--- config.mk ---
export PLATFORM = sky130hd
export DESIGN_NAME = rca_lsq_multiport
export DESIGN_NICKNAME = d
export VERILOG_FILES = /design/src/rtl/rca_lsq_multiport_pkg.sv /design/src/rtl/rca_lsq_multiport_tag_fifo.sv /design/src/rtl/rca_lsq_multiport.sv
export SDC_FILE = /design/constraint.sdc
export NUM_CORES = 2
export LEC_CHECK = 0
export ABC_AREA = 1
export ABC_CLOCK_PERIOD_IN_PS = 15000
export CAP_MARGIN = 20
export CORE_MARGIN = 4
export CORE_UTILIZATION = 39
export CTS_CLUSTER_SIZE = 24
export DETAILED_ROUTE_END_ITERATION = 8
export PLACE_DENSITY = 0.64
export SETUP_SLACK_MARGIN = 0.2
export SYNTH_ARGS = -nofsm -noshare
export SYNTH_HDL_FRONTEND = slang
export SYNTH_SLANG_ARGS = --single-unit
export TNS_END_PERCENT = 100
--- constraint.sdc ---
create_clock -name clk -period 15 [get_ports clk]
set_input_delay 3 -clock clk [delete_from_list [all_inputs] [get_ports clk]]
set_output_delay 3 -clock clk [all_outputs]
set_load 0.02 [all_outputs]
--- src/rtl/rca_lsq_multiport_pkg.sv ---
// Shared types and helpers for the RCA load/store queue.
package rca_lsq_multiport_pkg;

    localparam int GRID_NUM_ROWS = 4;
    localparam int MAX_ROWS = 8;

    typedef logic [2:0] fn3_t;

    function automatic logic [3:0] popcount8(input logic [MAX_ROWS-1:0] v);
        logic [3:0] n;
        n = '0;
        for (int i = 0; i < MAX_ROWS; i++)
            n = n + 4'(v[i]);
        return n;
    endfunction

endpackage

--- src/rtl/rca_lsq_multiport_tag_fifo.sv ---
// Row-tag FIFO tracking which grid row owns each outstanding LSU load.
module rca_lsq_multiport_tag_fifo
    import rca_lsq_multiport_pkg::*;
#(
    parameter int DEPTH = 4,
    parameter int WIDTH = 2
) (
    input  logic             clk,
    input  logic             rst,
    input  logic             push,
    input  logic             pop,
    input  logic [WIDTH-1:0] data_in,
    output logic             valid,
    output logic             full,
    output logic             valid_next,
    output logic [WIDTH-1:0] data_out
);
    localparam int PW = $clog2(DEPTH);
    localparam int CW = $clog2(DEPTH + 1);

    logic [WIDTH-1:0] mem [DEPTH];
    logic [PW-1:0] head;
    logic [PW-1:0] tail;
    logic [CW-1:0] level;
    logic [CW-1:0] level_n;

    assign level_n = level + CW'(push) - CW'(pop);
    assign valid = (level != '0);
    assign full = (level == CW'(DEPTH));
    assign valid_next = (level_n != '0);
    assign data_out = mem[head];

    always_ff @(posedge clk or negedge rst) begin
        if (!rst) begin
            head <= '0;
            tail <= '0;
            level <= '0;
        end else begin
            head <= head + PW'(pop);
            tail <= tail + PW'(push);
            level <= level_n;
        end
    end

    always_ff @(posedge clk) begin
        if (push)
            mem[tail] <= data_in;
    end

endmodule

--- src/rtl/rca_lsq_multiport.sv ---
// N-wide load/store queue serialising RCA grid requests onto one LSU port
// and steering in-order load returns back to the issuing row.
module rca_lsq_multiport
    import rca_lsq_multiport_pkg::*;
#(
    parameter int NUM_ROWS = GRID_NUM_ROWS,
    parameter int DEPTH = 8,
    parameter int LD_DEPTH = 4,
    parameter int XLEN = 32
) (
    input  logic                     clk,
    input  logic                     rst,
    input  logic [NUM_ROWS-1:0]      row_new_request,
    input  logic [NUM_ROWS-1:0]      row_load,
    input  logic [NUM_ROWS-1:0]      row_store,
    input  logic [3*NUM_ROWS-1:0]    row_fn3,
    input  logic [XLEN*NUM_ROWS-1:0] row_addr,
    input  logic [XLEN*NUM_ROWS-1:0] row_data,
    output logic                     fifo_full,
    output logic [NUM_ROWS-1:0]      row_load_complete,
    output logic [XLEN-1:0]          load_data,
    output logic [XLEN-1:0]          lsu_rs1,
    output logic [XLEN-1:0]          lsu_rs2,
    output logic [2:0]               lsu_fn3,
    output logic                     lsu_load,
    output logic                     lsu_store,
    output logic                     lsu_new_request,
    output logic                     rca_lsu_lock,
    input  logic                     lsu_ready,
    input  logic                     lsu_load_complete,
    input  logic [XLEN-1:0]          lsu_load_data
);
    localparam int RW = (NUM_ROWS > 1) ? $clog2(NUM_ROWS) : 1;
    localparam int PW = $clog2(DEPTH);
    localparam int CW = $clog2(DEPTH + 1);

    typedef struct packed {
        logic            load;
        logic            store;
        fn3_t            fn3;
        logic [XLEN-1:0] addr;
        logic [XLEN-1:0] data;
        logic [RW-1:0]   row;
    } rca_lsq_entry_t;

    rca_lsq_entry_t mem [DEPTH];
    rca_lsq_entry_t head_entry;
    logic [PW-1:0] head;
    logic [PW-1:0] tail;
    logic [PW-1:0] offset [NUM_ROWS];
    logic [CW-1:0] count;
    logic [CW-1:0] count_n;
    logic [CW-1:0] pushes;
    logic [NUM_ROWS-1:0] req;
    logic empty;
    logic issue;
    logic tag_push;
    logic tag_pop;
    logic tag_valid;
    logic tag_full;
    logic tag_valid_next;
    logic [RW-1:0] tag_row;

    // Illegal requests under fifo_full are discarded rather than corrupting the ring.
    assign req = fifo_full ? '0 : (row_new_request & (row_load | row_store));
    assign pushes = CW'(popcount8(MAX_ROWS'(req)));

    always_comb begin
        logic [PW-1:0] k;
        k = '0;
        for (int r = 0; r < NUM_ROWS; r++) begin
            offset[r] = k;
            k = k + PW'(req[r]);
        end
    end

    assign empty = (count == '0);
    assign head_entry = mem[head];
    assign issue = !empty && lsu_ready && !(head_entry.load && tag_full);
    assign count_n = count + pushes - CW'(issue);

    always_ff @(posedge clk or negedge rst) begin
        if (!rst) begin
            head <= '0;
            tail <= '0;
            count <= '0;
            fifo_full <= 1'b0;
            rca_lsu_lock <= 1'b0;
        end else begin
            head <= head + PW'(issue);
            tail <= tail + PW'(pushes);
            count <= count_n;
            fifo_full <= (CW'(DEPTH) - count_n) < CW'(NUM_ROWS);
            rca_lsu_lock <= (count_n != '0) || tag_valid_next;
        end
    end

    always_ff @(posedge clk) begin
        for (int r = 0; r < NUM_ROWS; r++) begin
            if (req[r])
                mem[tail + offset[r]] <= '{
                    load:  row_load[r],
                    store: row_store[r],
                    fn3:   row_fn3[3*r +: 3],
                    addr:  row_addr[XLEN*r +: XLEN],
                    data:  row_data[XLEN*r +: XLEN],
                    row:   RW'(r)
                };
        end
    end

    assign lsu_new_request = issue;
    assign lsu_rs1 = empty ? '0 : head_entry.addr;
    assign lsu_rs2 = empty ? '0 : head_entry.data;
    assign lsu_fn3 = empty ? '0 : head_entry.fn3;
    assign lsu_load = !empty && head_entry.load;
    assign lsu_store = !empty && head_entry.store;

    assign tag_push = issue && head_entry.load;
    assign tag_pop = lsu_load_complete && tag_valid;

    rca_lsq_multiport_tag_fifo #(
        .DEPTH (LD_DEPTH),
        .WIDTH (RW)
    ) tag_fifo (
        .clk        (clk),
        .rst        (rst),
        .push       (tag_push),
        .pop        (tag_pop),
        .data_in    (head_entry.row),
        .valid      (tag_valid),
        .full       (tag_full),
        .valid_next (tag_valid_next),
        .data_out   (tag_row)
    );

    always_comb begin
        row_load_complete = '0;
        if (tag_pop)
            row_load_complete[tag_row] = 1'b1;
    end

    assign load_data = tag_pop ? lsu_load_data : '0;

    always_ff @(posedge clk) begin
        if (rst) begin
            assert (!(fifo_full && (|row_new_request)));
            assert (!(lsu_load_complete && !tag_valid));
        end
    end

endmodule

Yosys cells after proc, flatten, opt, wreduce, memory -nomap -nowiden
Memories as Yosys holds them, arrays and structs flattened.
Cells that the tools add are included.

storage, ports and cells
  register bits = 19
  memories = 2
  output and inout bits = 108
  bits in writable memories = 576
  bits of input ports = 316

operators by class
  reduce and logical (&&, ||, !) cells = 15
  order comparisons = 3
  bitwise logic cells = 2
  mux-type cells = 18
  add/subtract/negate cells = 17
  equality and inequality tests = 1

memory list
  name          depth  bits a word  read ports  clocked after memory_dff  wr ports  line                              RTL
  mem           8      71           1           0                         4         rca_lsq_multiport.sv:46           rca_lsq_entry_t mem [DEPTH];
  tag_fifo.mem  4      2            1           0                         1         rca_lsq_multiport_tag_fifo.sv:21  logic [WIDTH-1:0] mem [DEPTH];

operators with widths
  operator                                                                      count
  32-bit two-way mux                                                            3
  1-bit two-way mux                                                             11
  3-bit by 1-bit adder with 3-bit output                                        3
  1-bit logical AND                                                             8
  4-bit two-way mux                                                             2
  2-bit by 1-bit adder with 3-bit output                                        2
  3-bit adder                                                                   2
  3-bit nonzero test                                                            2
  1-bit by 1-bit adder with 2-bit output                                        2
  2-bit by 1-bit adder with 2-bit output                                        2
  3-bit by 1-bit adder with 4-bit output                                        1
  4-bit adder                                                                   1
  4-bit AND                                                                     1
  4-bit zero test                                                               1
  4-bit by 3-bit less-than comparator with 1-bit output, second input constant  1
  4-bit bitwise OR                                                              1
  4-bit nonzero test                                                            1
  4-bit by 1-bit subtractor with 4-bit output                                   1
  4-bit subtractor, first input constant                                        1
  3-bit by 2-bit adder with 3-bit output                                        1
  3-bit equality test, second input constant                                    1
  2-bit by 3-bit less-than comparator with 1-bit output, second input constant  1
  3-bit two-way mux                                                             1
  3-bit by 1-bit subtractor with 3-bit output                                   1
  other kinds (4)                                                               5

Depth between registers and ports, before layout
  depth after elaboration = 10
  mapped depth = 21

Modules after synthesis
From an unflattened synthesis, not the netlist that was laid out.

unflattened totals
  cell total of the unflattened synthesis = 6,052
  area, all modules = 42,256.8 µm²

modules (own cells, without submodules)
  module                      sequential area each (µm²)  area an instance (µm²)  cells an instance  times used
  rca_lsq_multiport           17,196.5                    41,564.9                5,991              1
  rca_lsq_multiport_tag_fifo  415.4                       691.9                   61                 1

Worst setup path before layout
Ideal clock, no wire load.

  path type = input to register
  start point = in row_store[1]
  end point = mem mem[7][10] (netlist name), enable pin
  setup slack = 7.057 ns
  cell stages on the path = 15
  setup time = 0.897 ns
  data arrival time = 7.046 ns
  data required time = 14.103 ns
  cell sequence = buf_2 inv_1 nand2_2 nand2_1 inv_1 ha_1 inv_1 fa_1 fa_1 inv_1 nand2_1 nor2_4 nor2_2 buf_2 nand3_1

RTL lines
  element          line                     RTL
  start, declared  rca_lsq_multiport.sv:15  input logic [NUM_ROWS-1:0] row_store,
  end, declared    rca_lsq_multiport.sv:46

==> results_dict.tcl <==
set metrics [dict create \
    outcome "complete, no violations" \
    vdd_drop_max_mv 0.1548 \
    cts.htree.levels 3 \
    die_height_um 337.9 \
    fin_crit_sh_pct 53.02 \
    synth_seq_cells 595 \
    grt_remaining_overflow 0 \
    worstPathCellList "clkdlybuf4s50_1 > o21a_1 > ha_1 > inv_1 > fa_1 > fa_1 > inv_1 > nand2_1 > nor2_4 > nor2_4 > nand3_4 > buf_4" \
    detail_route.vias_per_cell 6.170 \
    io_buffer_count 423 \
    worst_hold_path_type "flip-flop to flip-flop" \
    number_of_global_route_vias_before_repair 42389 \
    ant_nets 0 \
    clock_net_sink_count 595 \
    pin_count 424 \
    postCtsHoldBufs 0 \
    nets 6285 \
    grt_antenna_before_repair 27 \
    cp.buffers_inverters 4 \
    finalMaxSlewViolations 0 \
    timing_worst_setup_path_type "input pin to flip-flop" \
    wl_mm 190.5 \
    area_growth_pct 15.18 \
    design.die.area_um2 114200 \
    cts.repair_timing.setup_buffer_count 0 \
    achievable-frequency_mhz 125.7 \
    synth-edff-count 560 \
    finalHoldViolations 0 \
    drc_errors 0 \
    grt_util_all_layers_pct 31.87 \
    initial_utilization_pct 39.49 \
    ctsRootBufferMaster "clkbuf_16" \
    clock_path_buffers 3 \
    post-route-cell-area_um2 48890 \
    mappedNetlistNets 6323 \
    crit_path_start_kind "input pin" \
    placeable_core_region_um2 107500 \
    cap_viol_max_count 0 \
    post_route_cells_drive_above_1_share_pct 4.116 \
    post_synth_inst_count 5981 \
    wire_per_inst_um 25.67 \
    slew_headroom_pct 17.38 \
    setup_violations 0 \
    cp-end-kind "flip-flop" \
    layout_min_cycle_time_ns 7.954 \
    yosysTopAreaCell "edfxtp_1" \
    ys_warn_count 0 \
    syn-mean-instance-area_um2 7.097 \
    dpl_cell_area_um2 46570 \
    worstSkewPairLatency_ns 0.65 \
    syn-cell-area_um2 42450 \
    die_width_um 337.9 \
    fin_worst_hold_slack_ns 0.4586 \
    synthMostInstantiatedCell "nand2_1" \
    grt_max_degree 173 \
    path_delay_family "simple AND/OR/NAND/NOR gates" \
    initialDrtViolationCount 6659 \
    critPathSlowestCell "nand3_4" \
    p_total_w 0.01063 \
    clock_pin_slew_on_the_worst_setup_and_hold_paths_ns 0.06 \
    setup_tns_final_ns 0 \
    ys.flop_type "edfxtp_1" \
    rsz_0062_raised_after_global_routing "false" \
    pwr_density_cell_nw_per_um2 217.5 \
    data_required_critical_path_ns 15.27 \
    cts.repair.resized 0 \
    route.vias.total 45801 \
    pin_slew_with_the_least_headroom_to_its_limit_ns 1.239 \
    post_synth_num_cell_types 35 \
    dr.pass1.iters 8 \
    grt_pass1_wl_mm 273.8 \
    worst_ep_arrival_time_ns 8.22 \
    num_rows 120 \
    tritoncts.num_buffers 73 \
    seq_area_frac_synth_pct 41.49 \
    fillers 10628 \
    gpl_congestion 0.8916 \
    synth_async_sr_flop_share_pct 3.193 \
    detailedPlacementHpwl_mm 106.4 \
    critical_path_peak_fanout 39 \
    yosys.area.top_type_share_pct 39.62 \
    postLayoutCoreUtil_pct 45.48 \
    synth.cells.most_frequent "nand2_1 (1213), nand3_1 (853), nor2_1 (784)" \
    tritoncts "done" \
    ys_top_cells_by_area "edfxtp_1 (40%), nand2_1 (11%), nand3_1 (10%)" \
    crit_path_max_incr_delay_ns 0.86 \
    fin_skew_ns 0.02490 \
    power.static_leakage_nw 19.79 \
]
[where the power goes]
group | leakage (nW) | internal [W] | total [W] | switching, W
Sequential | 5.49 | 0.00288 | 0.00313 | 0.000244
Clock | 1.12 | 0.00101 | 0.00176 | 0.000751
Combinational | 13.2 | 0.00166 | 0.00575 | 0.00409
Total | 19.8 | 0.00555 | 0.0106 | 0.00509
[routing by layer]
layer / track usage [%] / routed length, um
met1: 41.22 / 69850
met2: 48.63 / 82130
met3: 7.752 / 26810
met4: 18.60 / 11610
met5: 0 / 105
[through the flow]
stage / worst slack (ns) / std cells
2_1_floorplan: 7.057 / 5981
3_3_place_gp: 6.693 / 7270
3_5_place_dp: 6.661 / 7271
4_1_cts: 7.174 / 7404
5_1_grt: 6.966 / 7417
6_report: 7.046 / 7423
[worst min-delay path, delay by kind of cell (launching register included)]
kind,cells,cell delay [ns]
flops,1,0.31
simple gates,2,0.10
[state kept, by name, indices dropped and copies added, names as in the netlist]
name	count
mem	568
tag_fifo.mem	8
count	4
head	3
tag_fifo.level	3
tail	3
tag_fifo.head	2
tag_fifo.tail	2
fifo_full	1
rca_lsu_lock	1
[logic make-up after synthesis]
group	synth area share [%]
AOI/OAI and AO/OA	17.73
xor gates and xnor gates	0.1857
adders and majority gates	0.8902
buffers and inverters	11.15
DFF	41.49
and+or+nand+nor	28.56
[area by class of cell]
| cell class | count | area, um2 | area share, % |
|---|---|---|---|
| sequential | 595 | 17620 | 36.05 |
| tap | 1403 | 1755 | 3.590 |
| clock buffer | 102 | 2052 | 4.197 |
| inverter | 523 | 1977 | 4.043 |
| antenna | 19 | 47.55 | 0.09725 |
| multi-input combinational | 4259 | 20420 | 41.77 |
| clock inverter | 31 | 224.0 | 0.4581 |
| timing repair buffer | 491 | 4790 | 9.796 |
[placed cells by master (no fill, tap or decap), types with 78 or more instances in the layout]
| cell | count |
|---|---|
| nand2_1 | 1199 |
| clkbuf_16 | 78 |
| inv_1 | 511 |
| a21oi_1 | 564 |
| o22ai_1 | 136 |
| clkdlybuf4s50_1 | 423 |
| o211ai_1 | 272 |
| edfxtp_1 | 560 |
| nor2_1 | 779 |
| nand3_1 | 848 |
| o21ai_0 | 351 |
[final timing paths]
path / from / endpoint / slack [ns] / cells past startpoint
max: row_store[0] / mem[7][14] / 7.05 / 12
min: mem[2][0] / mem[2][0] / 0.46 / 2
max reg2reg: fifo_full / mem[7][14] / 9.42 / 13
min reg2reg: mem[2][0] / mem[2][0] / 0.46 / 2
max in group asynchronous: rst / head[0] / 11.40 / 1
min in group asynchronous: rst / tail[2] / 2.90 / 1
(Power assumes the default switching activity.)
